==> src/rtl/program_loader_if.sv <==
// Byte-stream handshake plus instruction-memory write port between the
// boot loader (slave) and its byte source / CPU memory side (master).
interface program_loader_if;
    logic [7:0]  byte_in;
    logic        byte_valid;
    logic        byte_ready;
    logic [15:0] instruction_out;
    logic [15:0] load_address;
    logic        load_instruction;

    modport master (
        output byte_in,
        output byte_valid,
        input  byte_ready,
        input  instruction_out,
        input  load_address,
        input  load_instruction
    );

    modport slave (
        input  byte_in,
        input  byte_valid,
        output byte_ready,
        output instruction_out,
        output load_address,
        output load_instruction
    );
endinterface

==> src/rtl/program_loader.sv <==
// Boot loader: assembles big-endian words from a byte stream, writes them into CPU
// instruction memory and holds the CPU in reset until done. Optional: LOADER_CHECKSUM_EN.
module program_loader #(
    parameter int unsigned DEPTH     = 256,
    parameter logic [15:0] BASE_ADDR = 16'h0000
) (
    input  logic            clk,
    input  logic            pc_reset,
    program_loader_if.slave bus,
    input  logic            reload,
    output logic            cpu_reset,
    output logic            done,
    output logic            error
);
    typedef enum logic [2:0] {
        ST_CNT_HI,
        ST_CNT_LO,
        ST_DATA_HI,
        ST_DATA_LO,
        ST_WRITE,
        ST_RUN,
        ST_ERR
`ifdef LOADER_CHECKSUM_EN
        , ST_CHECK
`endif
    } state_t;

`ifdef LOADER_CHECKSUM_EN
    localparam state_t ST_LAST = ST_CHECK;
`else
    localparam state_t ST_LAST = ST_RUN;
`endif

    state_t      state_reg, state_next;
    logic [7:0]  cnt_hi_reg;
    logic [7:0]  hi_byte_reg;
    logic [15:0] count_reg;
    logic [15:0] index_reg;
    logic [15:0] instr_reg;
    logic [15:0] addr_reg;
`ifdef LOADER_CHECKSUM_EN
    logic [7:0]  csum_reg;
`endif

    logic        byte_ready;
    logic        accept;
    logic [15:0] count_word;
    logic [15:0] index_inc;

    always_ff @(posedge clk or posedge pc_reset) begin
        if (pc_reset) begin
            state_reg <= ST_CNT_HI;
        end else begin
            state_reg <= state_next;
        end
    end

    always_comb begin
        state_next = state_reg;
        byte_ready = 1'b0;
        count_word = {cnt_hi_reg, bus.byte_in};
        index_inc  = index_reg + 16'd1;
        case (state_reg)
            ST_CNT_HI, ST_CNT_LO, ST_DATA_HI, ST_DATA_LO: byte_ready = 1'b1;
`ifdef LOADER_CHECKSUM_EN
            ST_CHECK: byte_ready = 1'b1;
`endif
            default: byte_ready = 1'b0;
        endcase
        // byte_ready depends on state only, so accept never feeds an output directly
        accept = bus.byte_valid & byte_ready;

        case (state_reg)
            ST_CNT_HI:  if (accept) state_next = ST_CNT_LO;
            ST_CNT_LO: begin
                if (accept) begin
                    if (32'(count_word) > DEPTH) state_next = ST_ERR;
                    else if (count_word == 16'd0) state_next = ST_LAST;
                    else state_next = ST_DATA_HI;
                end
            end
            ST_DATA_HI: if (accept) state_next = ST_DATA_LO;
            ST_DATA_LO: if (accept) state_next = ST_WRITE;
            ST_WRITE:   state_next = (index_inc < count_reg) ? ST_DATA_HI : ST_LAST;
`ifdef LOADER_CHECKSUM_EN
            ST_CHECK: begin
                if (accept) state_next = (bus.byte_in == csum_reg) ? ST_RUN : ST_ERR;
            end
`endif
            ST_RUN, ST_ERR: if (reload) state_next = ST_CNT_HI;
            default:    state_next = ST_CNT_HI;
        endcase
    end

    // Word and address are captured with the low byte so they are stable for the whole WRITE cycle
    always_ff @(posedge clk or posedge pc_reset) begin
        if (pc_reset) begin
            cnt_hi_reg  <= 8'd0;
            hi_byte_reg <= 8'd0;
            count_reg   <= 16'd0;
            index_reg   <= 16'd0;
            instr_reg   <= 16'd0;
            addr_reg    <= BASE_ADDR;
`ifdef LOADER_CHECKSUM_EN
            csum_reg    <= 8'd0;
`endif
        end else begin
            case (state_reg)
                ST_CNT_HI:  if (accept) cnt_hi_reg <= bus.byte_in;
                ST_CNT_LO:  if (accept) count_reg <= count_word;
                ST_DATA_HI: begin
                    if (accept) begin
                        hi_byte_reg <= bus.byte_in;
`ifdef LOADER_CHECKSUM_EN
                        csum_reg    <= csum_reg ^ bus.byte_in;
`endif
                    end
                end
                ST_DATA_LO: begin
                    if (accept) begin
                        instr_reg <= {hi_byte_reg, bus.byte_in};
                        addr_reg  <= BASE_ADDR + index_reg;
`ifdef LOADER_CHECKSUM_EN
                        csum_reg  <= csum_reg ^ bus.byte_in;
`endif
                    end
                end
                ST_WRITE:   index_reg <= index_inc;
                ST_RUN, ST_ERR: begin
                    if (reload) begin
                        cnt_hi_reg <= 8'd0;
                        count_reg  <= 16'd0;
                        index_reg  <= 16'd0;
`ifdef LOADER_CHECKSUM_EN
                        csum_reg   <= 8'd0;
`endif
                    end
                end
                default: ;
            endcase
        end
    end

    assign bus.byte_ready       = byte_ready;
    assign bus.instruction_out  = instr_reg;
    assign bus.load_address     = addr_reg;
    assign bus.load_instruction = (state_reg == ST_WRITE);
    assign done                 = (state_reg == ST_RUN);
    assign error                = (state_reg == ST_ERR);
    assign cpu_reset            = (state_reg != ST_RUN);
endmodule

==> src/flat_wrapper.sv <==
// flat-port wrapper written by rule: the top's interface ports become plain ports
module program_loader_flat 
#(
    parameter int unsigned DEPTH     = 256,
    parameter logic [15:0] BASE_ADDR = 16'h0000
)
  (clk, pc_reset, reload, cpu_reset, done, error, bus_byte_in, bus_byte_valid, bus_byte_ready, bus_instruction_out, bus_load_address, bus_load_instruction);
  program_loader_if bus_i ();
  input  logic clk;
  input  logic pc_reset;
  input  logic reload;
  output logic cpu_reset;
  output logic done;
  output logic error;
  input wire logic [$bits(bus_i.byte_in)-1:0] bus_byte_in;
  input wire logic [$bits(bus_i.byte_valid)-1:0] bus_byte_valid;
  output wire logic [$bits(bus_i.byte_ready)-1:0] bus_byte_ready;
  output wire logic [$bits(bus_i.instruction_out)-1:0] bus_instruction_out;
  output wire logic [$bits(bus_i.load_address)-1:0] bus_load_address;
  output wire logic [$bits(bus_i.load_instruction)-1:0] bus_load_instruction;
  assign bus_i.byte_in = bus_byte_in;
  assign bus_i.byte_valid = bus_byte_valid;
  assign bus_byte_ready = bus_i.byte_ready;
  assign bus_instruction_out = bus_i.instruction_out;
  assign bus_load_address = bus_i.load_address;
  assign bus_load_instruction = bus_i.load_instruction;
  program_loader #(.DEPTH(DEPTH), .BASE_ADDR(BASE_ADDR)) u_core (.clk(clk), .pc_reset(pc_reset), .bus(bus_i), .reload(reload), .cpu_reset(cpu_reset), .done(done), .error(error));
endmodule
==> config.mk <==
export PLATFORM = sky130hd
export DESIGN_NAME = program_loader_flat
export DESIGN_NICKNAME = d
export VERILOG_FILES = /design/src/rtl/program_loader_if.sv /design/src/rtl/program_loader.sv /design/src/flat_wrapper.sv
export SDC_FILE = /design/constraint.sdc
export NUM_CORES = 1
export LEC_CHECK = 0
export ABC_CLOCK_PERIOD_IN_PS = 3400
export CAP_MARGIN = 20
export CORE_ASPECT_RATIO = 1.5
export CORE_MARGIN = 3
export CORE_UTILIZATION = 45
export CTS_CLUSTER_SIZE = 28
export DETAILED_ROUTE_END_ITERATION = 6
export PLACE_DENSITY = 0.67
export SLEW_MARGIN = 20
export SYNTH_ARGS = -nofsm -noshare
export SYNTH_HDL_FRONTEND = slang
export SYNTH_SLANG_ARGS = --single-unit
==> constraint.sdc <==
create_clock -name clk -period 3.4 [get_ports clk]
set_clock_uncertainty 0.05 [all_clocks]
set_input_delay 0.34 -clock clk [delete_from_list [all_inputs] [get_ports clk]]
set_output_delay 0.34 -clock clk [all_outputs]
set_load 0.1 [all_outputs]
# Word-level counts from Yosys, hierarchy flattened
# Index checks and enable logic that the tools add are counted.
[totals]
regBits = 83
inputBits = 12
word_cells = 53
[op_classes]
addsub = 1
order_cmp = 2
eq_ne = 12
muxes = 17
bitwise_logic = 1
n_reduce_logical = 13
[op_table]
columns = ["op", "n"]
rows = [
  ["case mux 16 bit (2 select lines)", 2],
  ["2-to-1 mux 16 bit", 2],
  ["2-to-1 mux 3 bit", 8],
  ["case mux 3 bit (6 select lines)", 1],
  ["adder 16 x 1 -> 16 bit, second input constant", 1],
  ["> comparator 16 x 9 -> 1 bit, second input constant", 1],
  ["logical NOT 16 bit", 1],
  ["< comparator 16 bit", 1],
  ["2-to-1 mux 8 bit", 2],
  ["case mux 8 bit (2 select lines)", 1],
  ["== test 3 bit, second input constant", 3],
  ["!= test 2 x 1 -> 1 bit, second input constant", 4],
  ["== test 3 x 2 -> 1 bit, second input constant", 2],
  ["AND reduction 2 bit", 3],
  ["AND reduction 3 bit", 2],
  ["nonzero test 2 bit", 3],
  ["AND reduction 5 bit", 1],
  ["OR reduction 4 bit", 1],
  ["== test 3 x 1 -> 1 bit, second input constant", 1],
  ["logical NOT 3 bit", 1],
  ["!= test 3 bit, second input constant", 1],
  ["!= test 2 bit, second input constant", 1],
  ["OR reduction 2 bit", 1],
  ["bitwise AND 1 bit", 1],
  ["2-to-1 mux 1 bit", 1],
]

# Depth between registers and ports, before layout
# Gate-level depths: netlist of the first run.
[depth]
ltp_word = 6
ltp_mapped = 12

# Worst setup path before layout of the first run
# Ideal clock, no wire load.
[synth_timing]
path_kind = "register -> register"
from = "reg u_core.index_reg[0]"
to = "reg u_core.state_reg[1]"
setup_time_ps = 118
t_arrival_ps = 2692
t_required_ps = 3232
path_slack_ps = 540
path_stages_with_launch = 12
synth_period_minus_slack_ps = 2860
cell_sequence = "dfrtp_1 -> ha_1 -> nand4_1 -> nor4_4 -> nand3_1 -> xnor2_1 -> ha_1 -> and4_1 -> nand4_1 -> a2111oi_1 -> a2111oi_2 -> a21o_1"
[synth_via]
elab_chain_len = 4
[synth_lines]
columns = ["item", "line_no", "source"]
rows = [
  ["from (decl)", "program_loader.sv:38", "logic [15:0] index_reg;"],
  ["from (signal assigned)", "program_loader.sv:128", "ST_WRITE: index_reg <= index_inc;"],
  ["adder 16 x 1 -> 16 bit", "program_loader.sv:62", "index_inc = index_reg + 16'd1;"],
  ["< comparator 16 bit", "program_loader.sv:84", "ST_WRITE: state_next = (index_inc < count_reg) ? ST_DATA_HI : ST_LAST;"],
  ["2-to-1 mux 3 bit", "program_loader.sv:84", ""],
  ["case mux 3 bit (6 select lines)", "program_loader.sv:73", "case (state_reg)"],
  ["to (signal assigned)", "program_loader.sv:54", "state_reg <= state_next;"],
  ["to (decl)", "program_loader.sv:34", "state_t state_reg, state_next;"],
]
# No other way between the ends.
# A chain may end at the register's enable or synchronous reset.

# Worst setup path after layout of the first run
# Ends and elaborated chain as after synthesis.

==> results.py, run 1 <==
metrics = {
    "synth": {
        "syn_avg_cell_area_sq_um": 10.9,
        "synthDistinctLibCells": 45,
        "synthAdderAreaFrac_pct": 5.02,
        "syn_area_sq_um": 3990,
        "yosysMostFrequentCell": "dfrtp_1",
        "synth_edf_count": 0,
        "yosys.area_share.simple_pct": 11.5,
        "synth_xor_area_share_pct": 3.07,
        "synthCells": 365,
        "synth-seq-cells": 83,
        "synth_top_area_cell": "dfrtp_1",
        "ys.flop_type": "dfrtp_1",
        "synthTopCellsByArea": "dfrtp_1, mux2_2, ha_1, o21ai_0, nand2_1",
        "synth_mux_area_share_pct": 10.4,
        "synth_fp_nets": 393,
        "netlist.area_leader.share_pct": 52.0,
        "synthArstFlopShare_pct": 100,
        "yosys-top-cells-count": "dfrtp_1, nand2_1, mux2_2",
        "synth_compound_area_share_pct": 13.8,
        "ys_seq_area_share_pct": 52.0,
        "synth_top_family_by_area": "compound AO/OA/AOI/OAI gates",
        "ys.warnings.count": 0,
    },
    "routing": {
        "ant_nets": 0,
        "drcViolationCount": 0,
        "drt-vias-per-instance": 5.42,
        "wire_per_inst_um": 15.5,
        "dr.pass1.iters": 5,
        "met3_wirelength_um": 240,
        "wl_um": 8130,
        "wl_met1_um": 3290,
        "maxUsedRoutingLayer": "met4",
        "vias": 2840,
        "wl_met2_um": 4420,
        "drt-initial-drc-count": 84,
    },
    "critical_path": {
        "critPathRequiredTime_ps": 3570,
        "ff2ff_path_depth": 11,
        "cp-end-kind": "flop",
        "crit_family": "simple AND/OR/NAND/NOR gates",
        "cp_cell_sequence": "ha_1, nand4_1, nor4_4, nand3_1, xnor2_1, ha_1, and4_1, nand4_1, a2111oi_1, a2111oi_2, a21o_1",
        "crit_buf_inv": 0,
        "crit_slowest_cell": "dfrtp_1",
        "arrival_ps": 3330,
        "crit_path_start_kind": "flop",
        "rrSetupSlack_ps": 240,
        "cpPeakStageDelay_ps": 450,
        "r2r_end": "u_core.state_reg[1]",
        "cp_max_fo": 7,
        "worstSetupPathType": "reg2reg",
        "r2r-start": "u_core.index_reg[0]",
    },
    "final_layout": {
        "fillers": 774,
        "num-nets-final": 441,
        "antenna_cells": 0,
        "layout-drive-gt1-share_pct": 17.5,
        "fin_cells": 524,
        "syn2layout_area_growth_pct": 21.9,
    },
    "timing": {
        "setup_tns_ps": 0,
        "drv_slew": 0,
        "max_slew_margin_pct": 34.8,
        "final.min_clock_period_ps": 3160,
        "rsz0062_at_grt": "no",
        "hold_viol_final": 0,
        "setup-violations-final": 0,
        "fin_crit_sh_pct": 92.9,
        "worst_pin_slew_ps": 975,
        "fmax_mhz": 317,
    },
    "floorplanning": {
        "rows": 41,
        "ios": 49,
        "die_h_um": 121,
        "core_area_sq_um": 8520,
        "die-area_sq_um": 10100,
        "die_w_um": 82.9,
        "start_util_pct": 46.9,
    },
    "clock_network": {
        "cts_hold_buf": 0,
        "tritoncts": "built",
        "htree_levels": 3,
        "cts_sinks": 83,
        "cts_made_buffers": 9,
        "cts_buffer_depth": 2,
        "clk_pin_slew_worst_paths_ps": 60,
        "cts-root-buf": "clkbuf_16",
        "worstSkewPairLatency_ps": 330,
    },
    "global_route": {
        "overflow": 0,
        "antenna_found_initial": 0,
        "grt_usage_pct": 17.2,
        "grt_pass1_wl_um": 13800,
        "grt_pass1_vias": 2915,
        "grt_max_degree": 33,
    },
    "placed_design": {
        "io_buffers": 48,
        "place.gp.congestion": 0.883,
        "post-dp-hpwl_um": 6120,
        "dp_cells": 509,
    },
    "power_and_ir_drop": {
        "swShare_pct": 46.5,
        "p_per_area_nw_per_um2": 1030,
        "p_leak_nw": 2.28,
        "cellInternalPower_mw": 2.69,
        "p_comb_share_pct": 48.3,
        "p_sw_mw": 2.34,
        "seqPwrFrac_pct": 31.6,
        "ir_worst_vdd_mv": 0.566,
        "clock_power_share_pct": 20.1,
    },
    "outcome": {
        "outcome": "completed",
    },
    "run": {
        "max_cap_viol_count": 0,
    },
    "min_path": {
        "hold_class": "in2async",
    },
}
## cells by family after synthesis
kind of cell / after synthesis
simple gates: 92
buf+inv: 40
xor+xnor: 14
compound gates: 83
mux: 37
flops: 83
fa+ha+maj: 16
## per-stage QoR
stage / setup WS [ps] / area [sq um] / hold WS (ps) / util [%] / power [mW]
final: 242 / 4870 / 242 / 57.2 / 5.02
after global routing: 10.8 / 4870 / 270 / 57.2 / 5.30
after global placement: 316 / 4560 / 411 / 53.5 / 4.00
after CTS: 167 / 4860 / 248 / 57.1 / 5.07
after floorplan: 540 / 3990 / 400 / - / 3.48
after detailed placement: 178 / 4560 / 425 / 53.5 / 4.05
## power by group through the flow
stage                     clock network (mW)  logic (mW)  registers, mW
after floorplan                            0        1.01           2.47
after global placement                     0        2.41           1.59
after detailed placement                   0        2.44           1.61
after CTS                               1.02        2.45           1.59
after global routing                    1.06        2.59           1.64
final                                   1.01        2.43           1.59
## area by class of cell
| class | count | area (sq um) | area share, % |
|---|---|---|---|
| flip-flops and latches | 83 | 2080 | 42.7 |
| clock inverters | 5 | 78.8 | 1.62 |
| repair buffers | 53 | 505 | 10.4 |
| inverters | 24 | 91.3 | 1.88 |
| clock buffers | 10 | 229 | 4.70 |
| well taps | 107 | 134 | 2.75 |
| multi-input cells | 242 | 1750 | 36.0 |
## what timing repair did
item | CTS | global route
hold endpoints to repair | 0 | 0
gates resized for setup | 0 | 1
setup endpoints to repair | 0 | 3
buffers inserted | 0 | 0
## cells in the final DEF, fill, tap and decap left out, types with 5 or more instances in the layout
cell	n
a21o_1	5
a21oi_1	6
a22o_1	15
and2_1	5
buf_4	10
clkbuf_16	9
clkdlybuf4s50_1	43
dfrtp_1	83
ha_1	16
inv_1	23
mux2_2	37
nand2_1	42
nand3_1	9
nor2_1	11
o21ai_0	36
xnor2_1	7
xor2_1	7
## per-layer routing
metal	vias up	global-route usage, %
met1	1379	18.6
met3	12	2.79
met5	-	0
met4	0	9.41
met2	54	31.8
li1	1395	-
## worst max path at each step
stage / to / from / slack, ps / depth (start not counted)
detailed placement: u_core.state_reg[1] / u_core.index_reg[0] / 180 / 11
global route: u_core.state_reg[2] / u_core.index_reg[3] / 10 / 10
CTS: u_core.state_reg[1] / u_core.index_reg[0] / 170 / 11
floorplan: u_core.state_reg[1] / u_core.index_reg[0] / 540 / 11
global placement: u_core.state_reg[1] / u_core.index_reg[0] / 320 / 11
finish: u_core.state_reg[1] / u_core.index_reg[0] / 240 / 11
Power figures use the tool's default switching activity.
==> run 2, diff against run 1 <==
--- a/config.mk
+++ b/config.mk
@@ -12,7 +12,7 @@
 export CORE_UTILIZATION = 45
 export CTS_CLUSTER_SIZE = 28
 export DETAILED_ROUTE_END_ITERATION = 6
-export PLACE_DENSITY = 0.67
+export PLACE_DENSITY_LB_ADDON = 0.05
 export SLEW_MARGIN = 20
 export SYNTH_ARGS = -nofsm -noshare
 export SYNTH_HDL_FRONTEND = slang
==> run 2 against run 1 <==
Effect of this change:
- total power grew 0.84%
- sequential power is essentially flat
- global-route usage grew 0.76 points
- cell area grew 0.59%
- largest cell class unchanged
==> results.py, run 2 (synthesized netlist as in run 1, its figures left out) <==
metrics = {
    "critical_path": {
        "r2r-start": "u_core.index_reg[0]",
        "cp_cell_sequence": "ha_1, nand4_1, nor4_4, nand3_1, xnor2_1, ha_1, and4_1, nand4_1, a2111oi_1, a2111oi_2, a21o_1",
        "crit_family": "simple AND/OR/NAND/NOR gates",
        "cpPeakStageDelay_ps": 450,
        "rrSetupSlack_ps": 270,
        "r2r_end": "u_core.state_reg[1]",
        "critPathRequiredTime_ps": 3580,
        "ff2ff_path_depth": 11,
        "crit_buf_inv": 0,
        "crit_slowest_cell": "dfrtp_1",
        "endpoint": "u_core.state_reg[1]",
        "cp.depth": 11,
        "arrival_ps": 3300,
        "worstSetupPathType": "reg2reg",
        "cp-end-kind": "flop",
        "crit_path_start_kind": "flop",
        "cp_max_fo": 7,
        "setup.worst_path.start": "u_core.index_reg[0]",
    },
    "timing": {
        "rsz0062_at_grt": "no",
        "max_slew_margin_pct": 34.5,
        "worst_pin_slew_ps": 979,
        "fmax_mhz": 320,
        "final.min_clock_period_ps": 3130,
        "fin_crit_sh_pct": 92.0,
        "setup_tns_ps": 0,
        "drv_slew": 0,
        "setup-violations-final": 0,
        "fin_hold_ws_ps": 301,
        "hold_viol_final": 0,
    },
    "routing": {
        "wire_per_inst_um": 15.8,
        "drcViolationCount": 0,
        "vias": 2826,
        "ant_nets": 0,
        "drt-vias-per-instance": 5.37,
        "dr.pass1.iters": 4,
        "drt-initial-drc-count": 117,
        "wl_um": 8330,
    },
    "clock_network": {
        "ctsResizeCount": 0,
        "cts_made_buffers": 9,
        "htree_levels": 3,
        "cts_hold_buf": 0,
        "cts_sinks": 83,
        "tritoncts": "built",
        "worstSkewPairLatency_ps": 330,
        "cts-root-buf": "clkbuf_16",
        "clk_pin_slew_worst_paths_ps": 60,
        "cts_buffer_depth": 2,
        "postCtsSetupRepairBufs": 0,
    },
    "floorplanning": {
        "die_h_um": 121,
        "ios": 49,
        "start_util_pct": 46.9,
        "core_area_sq_um": 8520,
        "die-area_sq_um": 10100,
        "die_w_um": 82.9,
        "rows": 41,
    },
    "placed_design": {
        "place.gp.congestion": 0.944,
        "post_dp_cell_area_sq_um": 4570,
        "io_buffers": 48,
        "post-dp-hpwl_um": 6130,
    },
    "final_layout": {
        "antenna_cells": 0,
        "layout-drive-gt1-share_pct": 17.4,
        "fillers": 744,
        "multi_input_area_sq_um": 1750,
        "layout_commonest_cell": "dfrtp_1",
        "regArea_sq_um": 2080,
        "final_cell_area_sq_um": 4900,
        "final_cell_mix": "dfrtp_1, clkdlybuf4s50_1, nand2_1, mux2_2, o21ai_0",
        "syn2layout_area_growth_pct": 22.7,
        "num-nets-final": 442,
    },
    "global_route": {
        "grt_max_degree": 36,
        "grt_usage_pct": 18.0,
        "antenna_found_initial": 0,
        "grt_pass1_wl_um": 14300,
        "grt_pass1_vias": 2938,
        "overflow": 0,
    },
    "power_and_ir_drop": {
        "p_per_area_nw_per_um2": 1030,
        "p_leak_nw": 2.29,
        "ir_worst_vdd_mv": 0.691,
    },
    "min_path": {
        "hold_class": "in2async",
    },
    "outcome": {
        "outcome": "completed",
    },
    "run": {
        "max_cap_viol_count": 0,
    },
}
==> run 2: cell count changes in the layout (fill, tap and decap cells not counted), sizes merged <==
cell / before / now
clkbuf: 10 / 12
clkinv: 4 / 2
clkdlybuf4s50: 43 / 44
clkinvlp: 0 / 1
==> run 2: how the worst min path moves through the flow <==
stage	endpoint	slack [ps]	depth (start not counted)
4_1_cts	u_core.bus.instruction_out[13]	320	2
5_1_grt	u_core.hi_byte_reg[6]	370	2
3_3_place_gp	u_core.count_reg[5]	410	2
3_5_place_dp	u_core.count_reg[4]	420	2
2_1_floorplan	u_core.count_reg[1]	400	2
6_report	u_core.hi_byte_reg[6]	300	2
==> run 2: worst register-to-register path, cell delays in order, from the launching register on <==
cell       delay, ps
dfrtp_1          450
ha_1             260
nand4_1          230
nor4_4           310
nand3_1          150
xnor2_1          160
ha_1             310
and4_1           240
nand4_1          100
a2111oi_1        430
a2111oi_2        130
a21o_1           200
==> run 2: power by group <==
group	total, mW	internal [mW]	switching (mW)
Clock	1.05	0.682	0.372
Combinational	2.42	0.710	1.71
Sequential	1.59	1.34	0.252
Total	5.07	2.73	2.34
==> run 2: stage by stage <==
stage          utilization, %  power, mW  setup slack (ps)  std cells
2_1_floorplan               -       3.48               540        365
3_3_place_gp             53.6       4.02               424        510
3_5_place_dp             53.6       4.05               310        510
4_1_cts                  57.5       5.13               261        526
5_1_grt                  57.5       5.36              30.0        526
6_report                 57.5       5.07               274        526
==> run 2: layer usage <==
metal	routed length (um)	track usage, %	vias to the layer above
met5	0	0	-
met4	277	11.8	0
met3	286	2.79	17
met2	4380	31.0	66
met1	3380	20.6	1352
li1	-	-	1391
==> run 2: cell type report <==
cell class,instances,area share (%)
Tap cell,107,2.73
Timing Repair Buffer,54,10.5
Sequential cell,83,42.4
Inverter,24,1.87
Clock inverter,4,1.48
Clock buffer,12,5.24
Multi-Input combinational cell,242,35.7
==> run 3, diff against run 2 <==
--- a/config.mk
+++ b/config.mk
@@ -7,7 +7,7 @@
 export LEC_CHECK = 0
 export ABC_CLOCK_PERIOD_IN_PS = 3400
 export CAP_MARGIN = 20
-export CORE_ASPECT_RATIO = 1.5
+export CORE_ASPECT_RATIO = 2
 export CORE_MARGIN = 3
 export CORE_UTILIZATION = 45
 export CTS_CLUSTER_SIZE = 28
==> run 3 against run 2 <==
Effect of this change:
- worst hold slack worse by 30 ps
- first-iteration DRC count grew 34%
- largest power group unchanged
- combinational power barely moved
- final cell count is 0.76% lower
- clock-buffer cell count fell by 3
- wire length grew 5.8%
- register-to-register slack better by 70 ps
- via count is 0.96% higher
- sequential power hardly changed
==> results.py, run 3 (synthesized netlist as in run 1, its figures left out) <==
metrics = {
    "timing": {
        "fmax_mhz": 328,
        "hold_viol_final": 0,
        "fin_ws_ps": 348,
        "fin_crit_sh_pct": 89.8,
        "drv_slew": 0,
        "max_slew_margin_pct": 34.9,
        "final.min_clock_period_ps": 3050,
        "rsz0062_at_grt": "no",
        "setup-violations-final": 0,
        "worst_pin_slew_ps": 973,
        "setup_tns_ps": 0,
    },
    "power_and_ir_drop": {
        "p_per_area_nw_per_um2": 1040,
        "p_leak_nw": 2.31,
        "ir_worst_vdd_mv": 0.797,
    },
    "routing": {
        "wire_per_inst_um": 16.9,
        "wl_um": 8810,
        "drt-vias-per-instance": 5.47,
        "dr.pass1.iters": 4,
        "vias": 2853,
        "drt-initial-drc-count": 157,
        "ant_nets": 0,
        "drcViolationCount": 0,
    },
    "placed_design": {
        "dp_cells": 506,
        "post-dp-hpwl_um": 6730,
        "place.gp.congestion": 0.814,
        "pre_cts_slack_ps": 333,
        "io_buffers": 48,
    },
    "final_layout": {
        "syn2layout_area_growth_pct": 22.9,
        "fin_cells": 522,
        "multi_input_area_sq_um": 1750,
        "layout-drive-gt1-share_pct": 18.5,
        "fillers": 808,
        "num-nets-final": 445,
        "antenna_cells": 0,
        "layout_commonest_cell": "dfrtp_1",
        "final_cell_mix": "dfrtp_1, clkdlybuf4s50_1, nand2_1, mux2_2, o21ai_0",
        "regArea_sq_um": 2080,
    },
    "outcome": {
        "outcome": "completed",
    },
    "clock_network": {
        "cts_sinks": 83,
        "cts-root-buf": "clkbuf_16",
        "tritoncts": "built",
        "cts_made_buffers": 9,
        "postCtsSetupRepairBufs": 0,
        "cts_hold_buf": 0,
        "htree_levels": 3,
        "clk_pin_slew_worst_paths_ps": 60,
        "worstSkewPairLatency_ps": 340,
        "ctsResizeCount": 0,
        "cts_buffer_depth": 2,
    },
    "global_route": {
        "grt_pass1_wl_um": 14900,
        "grt_max_degree": 31,
        "grt_usage_pct": 19.3,
        "overflow": 0,
        "antenna_found_initial": 0,
        "grt_pass1_vias": 2952,
    },
    "floorplanning": {
        "die-area_sq_um": 10100,
        "die_w_um": 72.6,
        "die_h_um": 139,
        "core_area_sq_um": 8650,
        "rows": 48,
        "ios": 49,
        "start_util_pct": 46.2,
    },
    "min_path": {
        "hold_class": "in2async",
    },
    "critical_path": {
        "critPathRequiredTime_ps": 3590,
        "cp-end-kind": "flop",
        "crit_path_start_kind": "flop",
        "worstSetupPathType": "reg2reg",
        "arrival_ps": 3240,
        "cp_max_fo": 7,
    },
    "run": {
        "max_cap_viol_count": 0,
    },
}
[run 3: final timing paths]
| check | cells after the start | to | startpoint | slack (ps) |
|---|---|---|---|---|
| max | 11 | u_core.state_reg[1] | u_core.index_reg[0] | 350 |
| min | 2 | u_core.hi_byte_reg[6] | pc_reset | 270 |
| max reg2reg | 11 | u_core.state_reg[1] | u_core.index_reg[0] | 350 |
| min reg2reg | 2 | u_core.count_reg[3] | u_core.count_reg[3] | 430 |
| max in group asynchronous | 3 | u_core.bus.load_address[14] | pc_reset | 2290 |
| min in group clk | 2 | u_core.count_reg[3] | u_core.count_reg[3] | 430 |
[run 3: stage by stage]
step | util, % | total power, mW | hold slack [ps] | instance area (sq um)
after floorplan | - | 3.48 | 400 | 3990
after global placement | 52.9 | 4.05 | 416 | 4580
after detailed placement | 52.9 | 4.07 | 423 | 4580
after CTS | 56.7 | 5.15 | 293 | 4900
after global routing | 56.7 | 5.38 | 318 | 4900
final | 56.7 | 5.09 | 271 | 4900
[run 3: cell type report]
cell class | instances | share of cell area (%)
clock buffer | 9 | 4.59
clock inverter | 7 | 2.04
inverter | 24 | 1.86
multi-input combinational | 242 | 35.7
sequential | 83 | 42.4
tap | 100 | 2.55
timing repair buffer | 57 | 10.9
[run 3: where the power goes]
group          total, mW  switching [mW]  internal (mW)
combinational       2.45            1.73          0.714
sequential          1.58           0.246           1.34
clock               1.06           0.413          0.650
[run 3: critical path, stage by stage, from the launching register on]
cell and delay (ps):
dfrtp_1 450, ha_1 240, nand4_1 190, nor4_4 320
nand3_1 160, xnor2_1 160, ha_1 320, and4_1 240
nand4_1 100, a2111oi_1 400, a2111oi_2 130, a21o_1 200
[run 3: metal layers]
metal  part of all wire (%)  wire length [um]  GRT usage [%]
met5                      0                 0              0
met4                    4.4               389           10.9
met3                    2.4               207           3.12
met2                     55              4890           33.8
met1                     38              3320           21.4
